**src/rtl/mem_wb_if.sv**
```systemverilog
// MEM/WB stage interface: MEM-stage inputs plus stall/flush control, and WB-stage outputs.
//   master : MEM-stage / hazard-unit side (drives stall, flush, m_*; observes w_*)
//   slave  : the MEM/WB pipeline register (observes stall, flush, m_*; drives w_*)
//   stall, flush         hold / squash control for the WB stage
//   m_valid, m_wreg      MEM instruction is real / writes the register file
//   m_m2reg              write-back source select (1 = memory word, 0 = ALU result)
//   m_rd, m_alu, m_mem   destination index, ALU result, data-memory read word
//   w_valid, w_wreg      WB instruction is real / qualified register-file write enable
//   w_rd, w_data         register-file write index and data
//   w_retired            count of valid instructions loaded into WB
interface mem_wb_if #(
  parameter int unsigned DW    = 32,
  parameter int unsigned RW    = 5,
  parameter int unsigned CNT_W = 16
);
  logic             stall;
  logic             flush;
  logic             m_valid;
  logic             m_wreg;
  logic             m_m2reg;
  logic [RW-1:0]    m_rd;
  logic [DW-1:0]    m_alu;
  logic [DW-1:0]    m_mem;
  logic             w_valid;
  logic             w_wreg;
  logic [RW-1:0]    w_rd;
  logic [DW-1:0]    w_data;
  logic [CNT_W-1:0] w_retired;

  modport master (
    output stall, flush, m_valid, m_wreg, m_m2reg, m_rd, m_alu, m_mem,
    input  w_valid, w_wreg, w_rd, w_data, w_retired
  );

  modport slave (
    input  stall, flush, m_valid, m_wreg, m_m2reg, m_rd, m_alu, m_mem,
    output w_valid, w_wreg, w_rd, w_data, w_retired
  );
endinterface

```
**src/rtl/mem_wb_pipe.sv**
```systemverilog
// MEM/WB pipeline register of the 5-stage MIPS core.
// Captures the MEM-stage result one clock later, selects register-file write data,
// supports stall (hold) and flush (bubble), and counts retired instructions.
//   clk   clock, rising edge
//   rst   asynchronous active-high reset
//   bus   mem_wb_if.slave: stall/flush/m_* in, w_* out (outputs depend on registers only)
module mem_wb_pipe #(
  parameter int unsigned DW    = 32,
  parameter int unsigned RW    = 5,
  parameter int unsigned CNT_W = 16
) (
  input  logic     clk,
  input  logic     rst,
  mem_wb_if.slave  bus
);

  logic             valid_q;
  logic             wreg_q;
  logic             m2reg_q;
  logic [RW-1:0]    rd_q;
  logic [DW-1:0]    alu_q;
  logic [DW-1:0]    mem_q;
  logic [CNT_W-1:0] retired_q;

  // Priority flush > stall > load; flush only kills the control bits, payload holds.
  always_ff @(posedge clk or posedge rst) begin
    if (rst) begin
      valid_q   <= 1'b0;
      wreg_q    <= 1'b0;
      m2reg_q   <= 1'b0;
      rd_q      <= '0;
      alu_q     <= '0;
      mem_q     <= '0;
      retired_q <= '0;
    end else if (bus.flush) begin
      valid_q <= 1'b0;
      wreg_q  <= 1'b0;
    end else if (!bus.stall) begin
      valid_q   <= bus.m_valid;
      wreg_q    <= bus.m_wreg & bus.m_valid;
      m2reg_q   <= bus.m_m2reg;
      rd_q      <= bus.m_rd;
      alu_q     <= bus.m_alu;
      mem_q     <= bus.m_mem;
      retired_q <= retired_q + CNT_W'(bus.m_valid);
    end
  end

  // Register file write of $0 is suppressed here so WB never has to special-case it.
  assign bus.w_valid   = valid_q;
  assign bus.w_wreg    = valid_q & wreg_q & (rd_q != '0);
  assign bus.w_rd      = rd_q;
  assign bus.w_data    = m2reg_q ? mem_q : alu_q;
  assign bus.w_retired = retired_q;

endmodule

```
**src/flat_wrapper.sv**
```systemverilog
// flat-port wrapper written by rule: the top's interface ports become plain ports
module mem_wb_pipe_flat 
#(
  parameter int unsigned DW    = 32,
  parameter int unsigned RW    = 5,
  parameter int unsigned CNT_W = 16
)
  (clk, rst, bus_stall, bus_flush, bus_m_valid, bus_m_wreg, bus_m_m2reg, bus_m_rd, bus_m_alu, bus_m_mem, bus_w_valid, bus_w_wreg, bus_w_rd, bus_w_data, bus_w_retired);
  mem_wb_if #(.DW(DW), .RW(RW), .CNT_W(CNT_W)) bus_i ();
  input  logic clk;
  input  logic rst;
  input wire logic [$bits(bus_i.stall)-1:0] bus_stall;
  input wire logic [$bits(bus_i.flush)-1:0] bus_flush;
  input wire logic [$bits(bus_i.m_valid)-1:0] bus_m_valid;
  input wire logic [$bits(bus_i.m_wreg)-1:0] bus_m_wreg;
  input wire logic [$bits(bus_i.m_m2reg)-1:0] bus_m_m2reg;
  input wire logic [$bits(bus_i.m_rd)-1:0] bus_m_rd;
  input wire logic [$bits(bus_i.m_alu)-1:0] bus_m_alu;
  input wire logic [$bits(bus_i.m_mem)-1:0] bus_m_mem;
  output wire logic [$bits(bus_i.w_valid)-1:0] bus_w_valid;
  output wire logic [$bits(bus_i.w_wreg)-1:0] bus_w_wreg;
  output wire logic [$bits(bus_i.w_rd)-1:0] bus_w_rd;
  output wire logic [$bits(bus_i.w_data)-1:0] bus_w_data;
  output wire logic [$bits(bus_i.w_retired)-1:0] bus_w_retired;
  assign bus_i.stall = bus_stall;
  assign bus_i.flush = bus_flush;
  assign bus_i.m_valid = bus_m_valid;
  assign bus_i.m_wreg = bus_m_wreg;
  assign bus_i.m_m2reg = bus_m_m2reg;
  assign bus_i.m_rd = bus_m_rd;
  assign bus_i.m_alu = bus_m_alu;
  assign bus_i.m_mem = bus_m_mem;
  assign bus_w_valid = bus_i.w_valid;
  assign bus_w_wreg = bus_i.w_wreg;
  assign bus_w_rd = bus_i.w_rd;
  assign bus_w_data = bus_i.w_data;
  assign bus_w_retired = bus_i.w_retired;
  mem_wb_pipe #(.DW(DW), .RW(RW), .CNT_W(CNT_W)) u_core (.clk(clk), .rst(rst), .bus(bus_i));
endmodule
```
**config.mk**
```make
export PLATFORM = sky130hd
export DESIGN_NAME = mem_wb_pipe_flat
export DESIGN_NICKNAME = d
export VERILOG_FILES = /design/src/rtl/mem_wb_if.sv /design/src/rtl/mem_wb_pipe.sv /design/src/flat_wrapper.sv
export SDC_FILE = /design/constraint.sdc
export NUM_CORES = 1
export LEC_CHECK = 0
export CORE_MARGIN = 10
export CORE_UTILIZATION = 49
export DETAILED_ROUTE_END_ITERATION = 10
export MAX_ROUTING_LAYER = met4
export PLACE_DENSITY = 0.86
export SYNTH_ARGS = -nofsm -noshare
export SYNTH_HDL_FRONTEND = slang
export SYNTH_SLANG_ARGS = --single-unit
export TNS_END_PERCENT = 10
```
**constraint.sdc**
```tcl
create_clock -name clk -period 6.98 [get_ports clk]
set_clock_uncertainty 0.1 [all_clocks]
set_input_delay 1.047 -clock clk [delete_from_list [all_inputs] [get_ports clk]]
set_output_delay 1.047 -clock clk [all_outputs]
set_load 0.05 [all_outputs]
```
==> impl_metrics.tcl, run 1 <==
set metrics [dict create \
    status "complete, no violations" \
    synth.top_cell.area_share 0.5776 \
    ys_warn_count 0 \
    cts-resized-gates 0 \
    worstMarginPinSlew_ns 1.074 \
    synth_area_leaders "dfrtp_1 (58%), mux2_2 (31%), xnor2_1 (2.1%), xor2_1 (1.1%), ha_1 (0.98%)" \
    fin_crit_sh 0.5329 \
    p_switching_mw 0.5598 \
    grt_max_degree 89 \
    p_leak_nw 2.221 \
    nets 467 \
    htree_levels 3 \
    rows 32 \
    cts_root_buf "clkbuf_8" \
    clk_latency_ns 0.36 \
    hold_ws_ns 0.3871 \
    clkTransAtPathRegs_ns 0.08 \
    cts-buffers-inserted 9 \
    p_sw_frac 0.3695 \
    cts_tree "built" \
    coreArea_mm2 0.007647 \
    first_pass_iters 4 \
    antenna_found_initial 0 \
    layoutNonFillerInstCount 495 \
    synth_top_area_cell "dfrtp_1" \
    dieArea_mm2 0.01171 \
    seqPwrFrac 0.422 \
    multi_input_area_mm2 0.001550 \
    drc 0 \
    drive_gt1_frac 0.3308 \
    cts.path.max_buffers 2 \
    drt-total-wl_mm 9.009 \
    syn2layout_area_growth_pct 41.32 \
    grt_pass1_vias 2794 \
    nFillCells 559 \
    pin_count 131 \
    dp_hpwl_mm 6.616 \
    syn_inst 256 \
    final_antenna_net_count 0 \
    hold_end "u_core.bus.w_retired[15]$_DFFE_PP0P_" \
    regArea_mm2 0.002202 \
    final-hold-violation-count 0 \
    synth-seq-area-share 0.5776 \
    avgSynthCellArea_um2 14.89 \
    antenna_cells 0 \
    cp-start-kind "flip-flop" \
    syn-num-nets 335 \
    portBuffers 130 \
    drt_iter0_markers 51 \
    cts_hold_buf 0 \
    reg2reg_depth 6 \
    slew_viol_final 0 \
    clkPwrFrac 0.214 \
    slew_headroom 0.2839 \
    async_reset_ff_frac 1.000 \
    p_per_area_mw_per_mm2 281.2 \
    crit_arrival_ns 2.57 \
    place.gp.congestion 0.7754 \
    setup_viol 0 \
    cp.required_ns 5.83 \
    synth_cell_type_count 25 \
    num_vias 2482 \
    place_inst 479 \
    p_comb_frac 0.364 \
    synth_edf_count 0 \
    hp-start "u_core.bus.w_retired[15]$_DFFE_PP0P_" \
    final_core_util 0.7045 \
    synth_flop_cell "dfrtp_1" \
    clock_sinks 88 \
    start_util 0.4985 \
    p_int_mw 0.9551 \
    vias_per_cell 5.014 \
    fin_setup_tns_ns 0 \
    grt_overflow_total 0 \
    yosysMostFrequentCell "mux2_2" \
    fp.dieW_um 108.2 \
    whs_path_depth 1 \
    r2r_setup_slack_ns 5.29 \
    grt_usage 0.1617 \
    fin_crit_ns 3.720 \
    cts_setup_buffers 0 \
    reg2reg_to "u_core.bus.w_retired[10]$_DFFE_PP0P_" \
    ys_ff_latch 88 \
    worstSetupEndpointType "output port" \
    grt_first_pass_wirelength_mm 14.35 \
    hold_path.class "reg -> reg" \
    crit_fanout 20 \
    cap_violations 0 \
    path_class "reg -> out" \
    rsz0062_at_grt "no" \
    max_clock_freq_ghz 0.2688 \
    wl_per_cell_um 18.20 \
    r2r-start "u_core.bus.w_retired[0]$_DFFE_PP0P_" \
    die_y_um 108.2 \
    synth_area_mm2 0.003812 \
    synth_commonest_cells "mux2_2 (104), dfrtp_1 (88), xnor2_1 (9)" \
    vdd_ir_drop_max_mv 0.1730 \
]
==> worst max path at each step <==
stage | startpoint | end | slack (ns)
global placement | u_core.m2reg_q$_DFFE_PP0P_ | bus_w_data[22] | 3.67
detailed placement | u_core.m2reg_q$_DFFE_PP0P_ | bus_w_data[8] | 3.65
global route | u_core.m2reg_q$_DFFE_PP0P_ | bus_w_data[8] | 3.13
finish | u_core.m2reg_q$_DFFE_PP0P_ | bus_w_data[8] | 3.26
floorplan | rst | u_core.alu_q[0]$_DFFE_PP0P_ | 3.55
CTS | u_core.m2reg_q$_DFFE_PP0P_ | bus_w_data[26] | 3.24
==> cell usage in the layout, fill, tap and decap left out, drive strengths merged, types with 3 or more instances in the layout <==
| master | synthesis | layout |
|---|---|---|
| clkinv | 0 | 4 |
| nor3 | 4 | 4 |
| mux2 | 104 | 104 |
| clkdlybuf4s50 | 0 | 130 |
| xor2 | 5 | 5 |
| ha | 3 | 3 |
| buf | 8 | 3 |
| clkbuf | 4 | 9 |
| nand3 | 5 | 5 |
| xnor2 | 9 | 9 |
| and4 | 3 | 3 |
| nor2 | 5 | 5 |
| dfrtp | 88 | 88 |
| nand2 | 8 | 8 |
==> metal layers <==
metal | vias up | share of wire | GRT usage | routed length [um]
met3 | 8 | 0.074 | 0.05770 | 665
li1 | 1175 | - | - | -
met4 | 0 | 0.010 | 0.05439 | 93
met1 | 1220 | 0.44 | 0.1993 | 4007
met5 | - | 0 | - | 0
met2 | 79 | 0.47 | 0.2414 | 4242
==> power by group through the flow <==
stage | Combinational, mW | Clock [mW] | Sequential, mW
after floorplan | 0.312 | 0 | 0.691
after global placement | 0.548 | 0 | 0.646
after detailed placement | 0.558 | 0 | 0.648
after CTS | 0.560 | 0.332 | 0.640
after global routing | 0.581 | 0.357 | 0.651
final | 0.552 | 0.324 | 0.639
==> critical path, stage by stage (launching register included) <==
cell,delay (ns)
dfrtp_1,0.73
buf_4,0.38
mux2_2,0.37
clkdlybuf4s50_1,0.72
==> state kept, by name (all words and copies together) (netlist names) <==
name	flops
u_core.wreg_q	1
u_core.bus.w_retired	16
u_core.bus.w_valid	1
u_core.alu_q	32
u_core.mem_q	32
u_core.bus.w_rd	5
u_core.m2reg_q	1
==> logic make-up after synthesis <==
group	share of synthesized area
AO/OA/AOI/OAI	0.003937
XOR/XNOR	0.03216
adder cells (fa/ha/maj)	0.009847
buffers and inverters	0.01706
flip-flops	0.5776
multiplexers	0.3098
AND/OR/NAND/NOR	0.04956
==> metrics by stage <==
stage                     total power [mW]  setup slack (ns)  cell area (um^2)
after floorplan                      1.003             3.554              3812
after global placement               1.194             3.670              5209
after detailed placement             1.206             3.653              5209
after CTS                            1.531             3.244              5388
after global routing                 1.589             3.127              5388
final                                1.515             3.260              5388
==> final cells by class <==
type                            count  area share
Clock buffer                        9     0.02299
Clock inverter                      7     0.01022
Inverter                            1   0.0009289
Multi-Input combinational cell    155      0.2877
Sequential cell                    88      0.4087
Tap cell                          102     0.02369
Timing Repair Buffer              133      0.2457
Power figures use the tool's default switching activity.
==> inputs of run 2 (changes only) <==
--- a/config.mk
+++ b/config.mk
@@ -6,10 +6,10 @@
 export NUM_CORES = 1
 export LEC_CHECK = 0
 export CORE_MARGIN = 10
-export CORE_UTILIZATION = 49
+export CORE_UTILIZATION = 41
 export DETAILED_ROUTE_END_ITERATION = 10
 export MAX_ROUTING_LAYER = met4
-export PLACE_DENSITY = 0.86
+export PLACE_DENSITY = 0.76
 export SYNTH_ARGS = -nofsm -noshare
 export SYNTH_HDL_FRONTEND = slang
 export SYNTH_SLANG_ARGS = --single-unit
==> constraint.sdc (replaced) <==
create_clock -name clk -period 3.3 [get_ports clk]
set_clock_uncertainty 0.1 [all_clocks]
set_input_delay 0.495 -clock clk [delete_from_list [all_inputs] [get_ports clk]]
set_output_delay 0.495 -clock clk [all_outputs]
set_load 0.05 [all_outputs]
==> impl_metrics.tcl, run 2 (synthesis gave the netlist of run 1 again) <==
set metrics [dict create \
    status "complete, no violations" \
    p_comb_frac 0.362 \
    fin_crit_ns 2.693 \
    p_leak_nw 2.265 \
    whs_path_depth 1 \
    fp.dieW_um 116.4 \
    path_class "reg -> out" \
    cp-start-kind "flip-flop" \
    pin_count 131 \
    slew_headroom 0.4830 \
    hp-start "u_core.bus.w_retired[15]$_DFFE_PP0P_" \
    rows 35 \
    vias_per_cell 4.966 \
    cp.required_ns 2.70 \
    worst_path_largest_cell_delay_ns 0.71 \
    hold_path.class "reg -> reg" \
    worstMarginPinSlew_ns 0.7746 \
    nFillCells 743 \
    portBuffers 130 \
    crit_arrival_ns 2.10 \
    clkPwrFrac 0.216 \
    antenna_found_initial 0 \
    grt_overflow_total 0 \
    cap_violations 0 \
    p_int_mw 2.056 \
    drt-total-wl_mm 8.709 \
    nets 467 \
    dp_hpwl_mm 6.499 \
    cts.path.max_buffers 2 \
    p_sw_frac 0.3538 \
    grt_max_degree 74 \
    cts_setup_buffers 0 \
    drive_gt1_frac 0.4066 \
    p_per_area_mw_per_mm2 594.4 \
    final_cell_mix "mux2_2 (104), clkdlybuf4s50_1 (98), dfrtp_1 (88)" \
    grt_usage 0.1329 \
    worstSetupEndpointType "output port" \
    p_switching_mw 1.126 \
    setup_viol 0 \
    clock_sinks 88 \
    multi_input_area_mm2 0.001550 \
    htree_levels 3 \
    coreArea_mm2 0.009153 \
    r2r-start "u_core.bus.w_retired[0]$_DFFE_PP0P_" \
    regArea_mm2 0.002202 \
    dieArea_mm2 0.01356 \
    num_vias 2493 \
    vdd_ir_drop_max_mv 0.3075 \
    final_core_util 0.5848 \
    seqPwrFrac 0.422 \
    syn2layout_area_growth_pct 40.40 \
    antenna_cells 0 \
    final-hold-violation-count 0 \
    hold_end "u_core.bus.w_retired[15]$_DFFE_PP0P_" \
    cts_hold_buf 0 \
    drt_iter0_markers 105 \
    place.gp.congestion 0.7377 \
    slew_viol_final 0 \
    fin_crit_sh 0.8161 \
    grt_pass1_vias 2737 \
    cts_root_buf "clkbuf_8" \
    reg2reg_to "u_core.bus.w_retired[10]$_DFFE_PP0P_" \
    cts_tree "built" \
    drc 0 \
    cp_cell_sequence "or3_1 -> o311a_1 -> clkdlybuf4s50_1" \
    grt_first_pass_wirelength_mm 13.79 \
    rsz0062_at_grt "no" \
    fin_setup_tns_ns 0 \
    first_pass_iters 4 \
    wl_per_cell_um 17.35 \
    final_common_cell "mux2_2" \
    crit_fanout 3 \
    cts-buffers-inserted 9 \
    hold_ws_ns 0.3825 \
    reg2reg_depth 6 \
    final_antenna_net_count 0 \
    max_clock_freq_ghz 0.3713 \
    clkTransAtPathRegs_ns 0.09 \
    slowest_stage "clkdlybuf4s50_1" \
    clk_latency_ns 0.35 \
    die_y_um 116.4 \
    r2r_setup_slack_ns 1.63 \
    start_util 0.4165 \
    cts-resized-gates 0 \
]
-- run 2: cell types whose count changed in the layout (fill, tap and decap cells not counted) --
cell,before,now
buf_4,3,32
bufinv_16,0,1
inv_6,2,0
clkinvlp_4,2,1
clkdlybuf4s50_1,130,98
clkinv_4,2,0
clkbuf_1,0,1
clkinv_2,2,3
buf_12,0,3
-- run 2: worst max-delay path by stage --
stage	from	endpoint	slack, ns
5_1_grt	u_core.bus.w_rd[1]$_DFFE_PP0P_	bus_w_wreg	0.54
4_1_cts	u_core.bus.w_rd[1]$_DFFE_PP0P_	bus_w_wreg	0.57
6_report	u_core.bus.w_rd[1]$_DFFE_PP0P_	bus_w_wreg	0.61
2_1_floorplan	rst	u_core.alu_q[0]$_DFFE_PP0P_	0.43
3_5_place_dp	u_core.bus.w_rd[0]$_DFFE_PP0P_	bus_w_wreg	0.96
3_3_place_gp	u_core.bus.w_rd[1]$_DFFE_PP0P_	bus_w_wreg	0.98
-- run 2: layer usage --
metal / up-vias / GRT usage / wire [um]
li1: 1170 / - / -
met1: 1233 / 0.1539 / 3733
met2: 80 / 0.2134 / 4269
met3: 10 / 0.04160 / 593
met4: 0 / 0.04754 / 112
met5: - / - / 0
-- run 2: through the flow --
stage | setup slack (ns) | power [mW] | std cells | instance area, um^2
after floorplan | 0.4264 | 2.122 | 256 | 3812
after global placement | 0.9833 | 2.509 | 488 | 5177
after detailed placement | 0.9637 | 2.530 | 488 | 5177
after CTS | 0.5731 | 3.230 | 502 | 5353
after global routing | 0.5450 | 3.346 | 502 | 5353
final | 0.6068 | 3.182 | 502 | 5353
-- run 2: area by class of cell --
type                       instances  area share
inverter                           1   0.0009350
tap                              111     0.02595
sequential                        88      0.4114
clock buffer                      10     0.02384
timing repair buffer             133      0.2394
multi-input combinational        155      0.2896
clock inverter                     4    0.008883
-- run 2: power groups by stage --
stage          registers, mW  clock network (mW)  logic, mW
6_report                1.34               0.689       1.15
5_1_grt                 1.37               0.770       1.21
4_1_cts                 1.34               0.718       1.17
3_5_place_dp            1.37                   0       1.16
3_3_place_gp            1.36                   0       1.15
2_1_floorplan           1.46                   0      0.660
-- run 2: worst max-delay path, delay by kind of cell (launching register included) --
kind / cells / cell delay, ns
compound gates: 1 / 0.29
flops: 1 / 0.39
buf+inv: 1 / 0.71
simple gates: 1 / 0.37
==> inputs of run 3 (changes only) <==
--- a/config.mk
+++ b/config.mk
@@ -6,10 +6,10 @@
 export NUM_CORES = 1
 export LEC_CHECK = 0
 export CORE_MARGIN = 10
-export CORE_UTILIZATION = 41
+export CORE_UTILIZATION = 45
 export DETAILED_ROUTE_END_ITERATION = 10
 export MAX_ROUTING_LAYER = met4
-export PLACE_DENSITY = 0.76
+export PLACE_DENSITY = 0.8
 export SYNTH_ARGS = -nofsm -noshare
 export SYNTH_HDL_FRONTEND = slang
 export SYNTH_SLANG_ARGS = --single-unit
==> constraint.sdc (replaced) <==
create_clock -name clk -period 2.7 [get_ports clk]
set_clock_uncertainty 0.1 [all_clocks]
set_input_delay 0.405 -clock clk [delete_from_list [all_inputs] [get_ports clk]]
set_output_delay 0.405 -clock clk [all_outputs]
set_load 0.05 [all_outputs]
==> impl_metrics.tcl, run 3 (synthesis gave the netlist of run 1 again) <==
set metrics [dict create \
    dpl_cell_area_mm2 0.005573 \
    met2_usage 0.2354 \
    drt-total-wl_mm 9.037 \
    setup_viol 0 \
    slew_headroom 0.6441 \
    grt_usage 0.1467 \
    nFillCells 574 \
    cts_hold_buf 0 \
    grt_max_degree 89 \
    first_pass_iters 4 \
    cts_root_buf "clkbuf_8" \
    antenna_found_initial 0 \
    cp.required_ns 2.19 \
    cts-buffers-inserted 9 \
    hold_path.class "reg -> reg" \
    slew_viol_final 0 \
    wl_per_cell_um 18.15 \
    layoutNonFillerInstCount 498 \
    hold_ws_ns 0.3834 \
    met3_usage 0.04846 \
    rows 33 \
    grt_pass1_vias 2826 \
    final_antenna_net_count 0 \
    vdd_ir_drop_max_mv 0.3533 \
    path_class "reg -> out" \
    status "complete, no violations" \
    cts.path.max_buffers 2 \
    grt_first_pass_wirelength_mm 14.51 \
    dp_hpwl_mm 6.724 \
    place_inst 482 \
    cp-start-kind "flip-flop" \
    num_vias 2510 \
    coreArea_mm2 0.008217 \
    crit_arrival_ns 1.74 \
    cp_common_cell "buf_12" \
    fin_crit_sh 0.8313 \
    start_util 0.4640 \
    pin_count 131 \
    grt_overflow_total 0 \
    fin_setup_tns_ns 0 \
    clkTransAtPathRegs_ns 0.10 \
    worstMarginPinSlew_ns 0.5330 \
    cap_violations 0 \
    r2r_setup_slack_ns 1.03 \
    grtUsageMet1 0.1712 \
    worstSetupEndpointType "output port" \
    dp_slack_ns 0.4318 \
    slowest_stage "dfrtp_1" \
    max_clock_freq_ghz 0.4455 \
    finalPower_mw 4.367 \
    p_leak_nw 2.440 \
    antenna_cells 0 \
    dieArea_mm2 0.01255 \
    final_core_util 0.7044 \
    cp_cell_sequence "buf_12 -> mux2_2 -> buf_12" \
    vias_per_cell 5.040 \
    nets 467 \
    setup_slack_ns 0.4555 \
    cts_tree "built" \
    final_cell_mix "mux2_2 (104), clkdlybuf4s50_1 (97), dfrtp_1 (88)" \
    crit_fanout 26 \
    fin_area_mm2 0.005788 \
    worst_path_largest_cell_delay_ns 0.60 \
    p_per_area_mw_per_mm2 754.5 \
    final_common_cell "mux2_2" \
    clock_sinks 88 \
    htree_levels 3 \
    fp.dieW_um 112.0 \
    fin_crit_ns 2.245 \
    busiest_layer "met2" \
    final-hold-violation-count 0 \
    portBuffers 130 \
    drc 0 \
    clk_latency_ns 0.35 \
    rsz0062_at_grt "no" \
    drt_iter0_markers 45 \
    drive_gt1_frac 0.4071 \
    syn2layout_area_growth_pct 51.82 \
    place.gp.congestion 0.7692 \
    die_y_um 112.0 \
]
==> run 3: cell types whose count changed in the layout (fill, tap and decap cells not counted) <==
cell / change
buf_12: +32
buf_4: -32
clkinv_2: -2
bufinv_16: +1
clkbuf_1: +1
clkdlybuf4s50_1: -1
clkinv_4: +1
clkinvlp_4: +1
dlymetal6s2s_1: +1
==> run 3: timing repair <==
| item | CTS | global route |
|---|---|---|
| resized for setup | 0 | 1 |
| setup buffers | 0 | 0 |
| setup endpoints to repair | 0 | 1 |
==> run 3: worst paths after layout <==
check                                                     start                              endpoint  depth (start not counted)
max                                  u_core.m2reg_q$_DFFE_PP0P_                        bus_w_data[26]                          3
max reg2reg                 u_core.bus.w_retired[0]$_DFFE_PP0P_  u_core.bus.w_retired[10]$_DFFE_PP0P_                          6
max in group asynchronous                                   rst   u_core.bus.w_retired[2]$_DFFE_PP0P_                          3
min in group asynchronous                                   rst   u_core.bus.w_retired[5]$_DFFE_PP0P_                          3
min                        u_core.bus.w_retired[15]$_DFFE_PP0P_  u_core.bus.w_retired[15]$_DFFE_PP0P_                          1
min reg2reg                u_core.bus.w_retired[15]$_DFFE_PP0P_  u_core.bus.w_retired[15]$_DFFE_PP0P_                          1
==> run 3: layout make-up <==
cell class | instances | area, um^2 | area share
Clock buffer | 11 | 131.4 | 0.02270
Tap cell | 105 | 131.4 | 0.02270
Multi-Input combinational cell | 155 | 1550 | 0.2678
Clock inverter | 5 | 81.33 | 0.01405
Timing Repair Buffer | 133 | 1684 | 0.2910
Inverter | 1 | 7.507 | 0.001297
Sequential cell | 88 | 2202 | 0.3805
==> run 3: layer usage <==
metal,share of wire,vias up
met4,0.0073,0
met5,0,-
met1,0.43,1257
li1,-,1169
met2,0.50,77
met3,0.057,7
==> run 3: where the power goes <==
group	switching [mW]	internal, mW
clock network	0.459	0.523
logic	0.883	0.864
registers	0.130	1.51
==> run 3: critical path, delay by kind of cell, from the launching register on <==
family	cells	cell delay (ns)
buffers and inverters	2	0.40
flip-flops	1	0.60
multiplexers	1	0.38
